## src/rtl/fft_seq.sv

```systemverilog
// Frame sequencer for a streaming FFT datapath: paces N-sample frames, drives the
// shared slot counter, and delays slot markers by the datapath latency.
module fft_seq #(
    parameter int CBW = 3,
    parameter int LAT = 5
) (
    input  logic           clk,
    input  logic           rst,
    input  logic           en,
    input  logic           in_valid,
    output logic           in_ready,
    output logic [CBW-1:0] cnt,
    output logic           out_valid,
    output logic           out_first,
    output logic           out_last,
    output logic           busy,
    output logic           done,
    output logic           err
);

    typedef enum logic [1:0] {
        IDLE  = 2'd0,
        RUN   = 2'd1,
        DRAIN = 2'd2
    } state_t;

    localparam logic [CBW-1:0] CNT_ZERO = {CBW{1'b0}};
    localparam logic [CBW-1:0] CNT_ONE  = {{(CBW-1){1'b0}}, 1'b1};
    localparam logic [CBW-1:0] CNT_LAST = {CBW{1'b1}};

    state_t         state_r;
    state_t         state_nxt_s;
    logic [CBW-1:0] cnt_r;
    logic [CBW-1:0] cnt_nxt_s;
    logic           err_r;
    logic           err_nxt_s;
    logic           active_s;
    logic           ready_s;
    logic           done_s;
    logic [LAT-1:0] dv_r;
    logic [LAT-1:0] df_r;
    logic [LAT-1:0] dl_r;

    // Control state, slot counter and sticky gap flag.
    always_ff @(posedge clk or posedge rst) begin
        if (rst) begin
            state_r <= IDLE;
            cnt_r   <= CNT_ZERO;
            err_r   <= 1'b0;
        end else begin
            state_r <= state_nxt_s;
            cnt_r   <= cnt_nxt_s;
            err_r   <= err_nxt_s;
        end
    end

    // Next-state logic; the counter free-runs outside IDLE so the stream never stalls.
    always_comb begin
        state_nxt_s = state_r;
        cnt_nxt_s   = cnt_r + CNT_ONE;
        err_nxt_s   = err_r;
        active_s    = 1'b0;
        ready_s     = 1'b0;
        done_s      = 1'b0;
        case (state_r)
            IDLE: begin
                ready_s = en;
                if (en && in_valid) begin
                    active_s    = 1'b1;
                    state_nxt_s = RUN;
                    cnt_nxt_s   = CNT_ONE;
                end else begin
                    state_nxt_s = IDLE;
                    cnt_nxt_s   = CNT_ZERO;
                end
            end
            RUN: begin
                if (cnt_r == CNT_ZERO) begin
                    // Frame boundary: only here can en stop the stream.
                    ready_s = en;
                    if (en && in_valid) begin
                        active_s    = 1'b1;
                        state_nxt_s = RUN;
                    end else begin
                        state_nxt_s = DRAIN;
                    end
                end else begin
                    ready_s  = 1'b1;
                    active_s = 1'b1;
                    if (!in_valid) begin
                        err_nxt_s = 1'b1;
                    end else begin
                        err_nxt_s = err_r;
                    end
                end
            end
            DRAIN: begin
                if (cnt_r == CNT_LAST) begin
                    done_s      = 1'b1;
                    state_nxt_s = IDLE;
                    cnt_nxt_s   = CNT_ZERO;
                end else begin
                    state_nxt_s = DRAIN;
                end
            end
            default: begin
                state_nxt_s = IDLE;
                cnt_nxt_s   = CNT_ZERO;
            end
        endcase
    end

    // Slot markers travel alongside the datapath; stage LAT-1 lines up with its result.
    always_ff @(posedge clk or posedge rst) begin
        if (rst) begin
            dv_r <= {LAT{1'b0}};
            df_r <= {LAT{1'b0}};
            dl_r <= {LAT{1'b0}};
        end else begin
            dv_r[0] <= active_s;
            df_r[0] <= (cnt_r == CNT_ZERO);
            dl_r[0] <= (cnt_r == CNT_LAST);
            for (int i = 1; i < LAT; i++) begin
                dv_r[i] <= dv_r[i-1];
                df_r[i] <= df_r[i-1];
                dl_r[i] <= dl_r[i-1];
            end
        end
    end

    assign in_ready  = ready_s;
    assign cnt       = cnt_r;
    assign out_valid = dv_r[LAT-1];
    assign out_first = dv_r[LAT-1] & df_r[LAT-1];
    assign out_last  = dv_r[LAT-1] & dl_r[LAT-1];
    assign busy      = (state_r != IDLE);
    assign done      = done_s;
    assign err       = err_r;

endmodule

```

## config.mk

```make
export PLATFORM = sky130hd
export DESIGN_NAME = fft_seq
export DESIGN_NICKNAME = d
export VERILOG_FILES = /design/src/rtl/fft_seq.sv
export SDC_FILE = /design/constraint.sdc
export NUM_CORES = 1
export LEC_CHECK = 0
export BUFFER_PORTS_ARGS = -buffer_cell sky130_fd_sc_hd__buf_2
export CAP_MARGIN = 10
export CORE_MARGIN = 3
export CORE_UTILIZATION = 50
export DETAILED_ROUTE_END_ITERATION = 8
export PLACE_DENSITY = 0.8
export SYNTH_ARGS = -nofsm -noshare
export SYNTH_HDL_FRONTEND = slang
export SYNTH_SLANG_ARGS = --single-unit
export TNS_END_PERCENT = 5
```

## constraint.sdc

```tcl
create_clock -name clk -period 1.49 [get_ports clk]
set_input_delay 0.149 -clock clk [delete_from_list [all_inputs] [get_ports clk]]
set_output_delay 0.149 -clock clk [all_outputs]
set_load 0.03 [all_outputs]
```

==> metrics.txt <==
grt met2 use=21.8%; DRC=0; Mapped Area=717 sq um; Top delay family on crit path=flip-flops; met3 Usage GRT=approximately 6.2%; Reg2Reg Setup Slack=around 30 ps; Slew headroom=about 83%; iteration-0 DRC count of the detailed router=0; Max Cap Viol=0; Initial Util=54.4%; Seq/Total Area, Yosys=73.3%; overall power=about 1.8 mW; status=finished, violations left; commonest cells after routing, fill and taps aside=dfrtp_1 (20), buf_2 (11), buf_4 (6); # diodes=0; Yosys cell types=17; vias per cell=5.00; total wire length=about 1200 um; reg2reg start=cnt[0]$_DFF_PP0_; vias in the first global route=460; fin crit period=1540 ps; IO Count=14; Hold Path Depth=3; worst IR drop on VDD=0.00122 V; Worst Max-Slew Pin Slew=about 250 ps; RSZ-0062 raised after global routing=yes; commonest non-fill, non-tap cell in the layout=dfrtp_1; CTS Sinks=21; clk slew on worst S/H paths=110 ps; #FFs+latches synth=21; GRT overflow=0; DRT Pass-1 Iters=1; CP startpoint kind=flop; Tcrit/Tclk final=103%; met1 usage=17.2%; worst setup margin=-46.3 ps; ANT nets after route=0; cells along the critical path=inv_1 -> ha_1 -> nand2b_1 -> a21oi_2 -> nor2_2 -> buf_6; Final HPWL DP=755 um; CP max stage delay=around 420 ps; class of the worst hold path=in2reg; H-tree depth=1; failing checks=negative setup slack; TritonCTS clock tree=yes; final hold slack=167 ps; port buffer count=13; routability cong.=0.792; CP Capture Type=output port; crit path DAT=between 1000 and 1500 ps; GRT Overall Usage=13.8%; kind of critical path=reg2out; post-route cell area=895 sq um; Wirelength per Cell=13.1 um; final setup TNS=-63.2 ps; hold_sp=in_valid; Die Span Y=around 44 um; CORE AREA=between 1000 and 1500 sq um; Worst Path Buf+Inv=2; area of the die=between 1500 and 2000 sq um; Die X=roughly 44 um; NumNets Final=82; global-route wire length before repair=1890 um; Fin. Hold Viols=0; slowest stage cell, crit path=dfrtp_1; setup slack after placement=around 120 ps; PwrDens=between 1500 and 2000 nW/um^2; initial antenna violation count=0; root buffer cell=clkbuf_4; via count=roughly 450; syn avg cell area=roughly 14 sq um; Cells after Synth=51; Final Skew=0.918 ps; worst hold endpoint=err$_DFFE_PP0P_; Max Clk Rate=651 MHz; layer with the highest usage=met2; R2R depth=5; Pins Over Slew Limit=0; Ys Warns=0; Mapped Nets=58; DP Area=811 sq um; Final Setup Violations=2; share of cells above drive strength 1=39.2%; Worst-Skew Late Latency=about 300 ps; Syn-to-layout area delta=24.8%; CTS buffer count=3; clk buf depth=2; Crit Path Max Fanout=4; pin count of the biggest net entering global routing=22; leakage power=0.465 nW; Critical R2R Capture=cnt[0]$_DFF_PP0_; Worst Path Required=1340 ps; placement row count=13
==> cell usage after synthesis <==
| cell | count | area (sq um) |
|---|---|---|
| or3_1 | 1 | 6.26 |
| nand2b_2 | 1 | 8.76 |
| and2_1 | 3 | 18.8 |
| dfrtp_1 | 21 | 526 |
| nand2b_4 | 1 | 13.8 |
| nor2_1 | 3 | 11.3 |
| o21ai_0 | 1 | 5.00 |
| inv_1 | 5 | 18.8 |
| or2_2 | 1 | 6.26 |
| nand2b_1 | 2 | 12.5 |
| nand2_1 | 2 | 7.51 |
| a21o_1 | 1 | 7.51 |
| ha_1 | 3 | 37.5 |
| o22ai_1 | 1 | 6.26 |
| a21oi_1 | 3 | 15.0 |
| o221ai_1 | 1 | 8.76 |
| a21boi_0 | 1 | 7.51 |
==> stage by stage <==
| stage | cells | utilization, % |
|---|---|---|
| 5_1_grt | 89 | 67.9 |
| 2_1_floorplan | 51 | - |
| 6_report | 89 | 67.9 |
| 3_3_place_gp | 80 | 61.5 |
| 3_5_place_dp | 80 | 61.5 |
| 4_1_cts | 87 | 66.7 |
==> registers in the layout, indices dropped and copies added (netlist names) <==
name     count
df_r         5
state_r      2
dv_r         5
dl_r         5
err          1
cnt          3
==> area by class of cell <==
class,count,area [sq um]
Inverter,5,18.8
Clock inverter,1,5.00
Clock buffer,3,22.5
Multi-Input combinational cell,25,181
Fill cell,92,423
Tap cell,15,18.8
Sequential cell,21,527
Timing Repair Buffer,19,121
==> where the power goes <==
| part | internal (mW) | switching, mW |
|---|---|---|
| Clock | 0.100 | 0.165 |
| Sequential | 0.746 | 0.104 |
| Combinational | 0.267 | 0.375 |
| Total | 1.11 | 0.644 |
==> tightest hold or removal path, cell delays in order <==
cell and delay [ps]:
buf_2 90, nor2_1 40, a21o_1 160
==> per-layer routing <==
layer | wire length, um | vias to the layer above | part of all wire (%)
li1 | - | 213 | -
met1 | 519 | 218 | 44
met2 | 587 | 12 | 50
met3 | 51 | 2 | 4.4
met4 | 8 | 0 | 0.69
met5 | 0 | - | 0
==> cell families (layout without fill, tap and decap cells) <==
kind of cell             after synthesis  count (layout)  share of synthesized area (%)
flip-flops                            21              21                           73.3
buffers and inverters                  5              28                           2.62
AO/OA/AOI/OAI                          8               8                           6.98
AND/OR/NAND/NOR                       14              14                           11.9
adder cells (fa/ha/maj)                3               3                           5.24
==> worst max path at each step <==
stage	from	endpoint	slack, ps	cells after the start
2_1_floorplan	cnt[0]$_DFF_PP0_	done	-50	4
3_3_place_gp	cnt[0]$_DFF_PP0_	cnt[0]$_DFF_PP0_	170	4
3_5_place_dp	cnt[0]$_DFF_PP0_	cnt[0]$_DFF_PP0_	120	4
4_1_cts	cnt[0]$_DFF_PP0_	in_ready	-60	6
5_1_grt	cnt[0]$_DFF_PP0_	in_ready	-130	6
6_report	cnt[0]$_DFF_PP0_	in_ready	-50	6
==> repair_timing <==
| item | 4_1_cts | 5_1_grt |
|---|---|---|
| setup buffers | 2 | 2 |
| hold buffers | 1 | 0 |
| hold endpoints to repair | 21 | 0 |
| pin swaps | 1 | 0 |
| setup endpoints to repair | 2 | 4 |
| resized for setup | 5 | 1 |
Note: power is estimated with default switching activity, not from simulation.
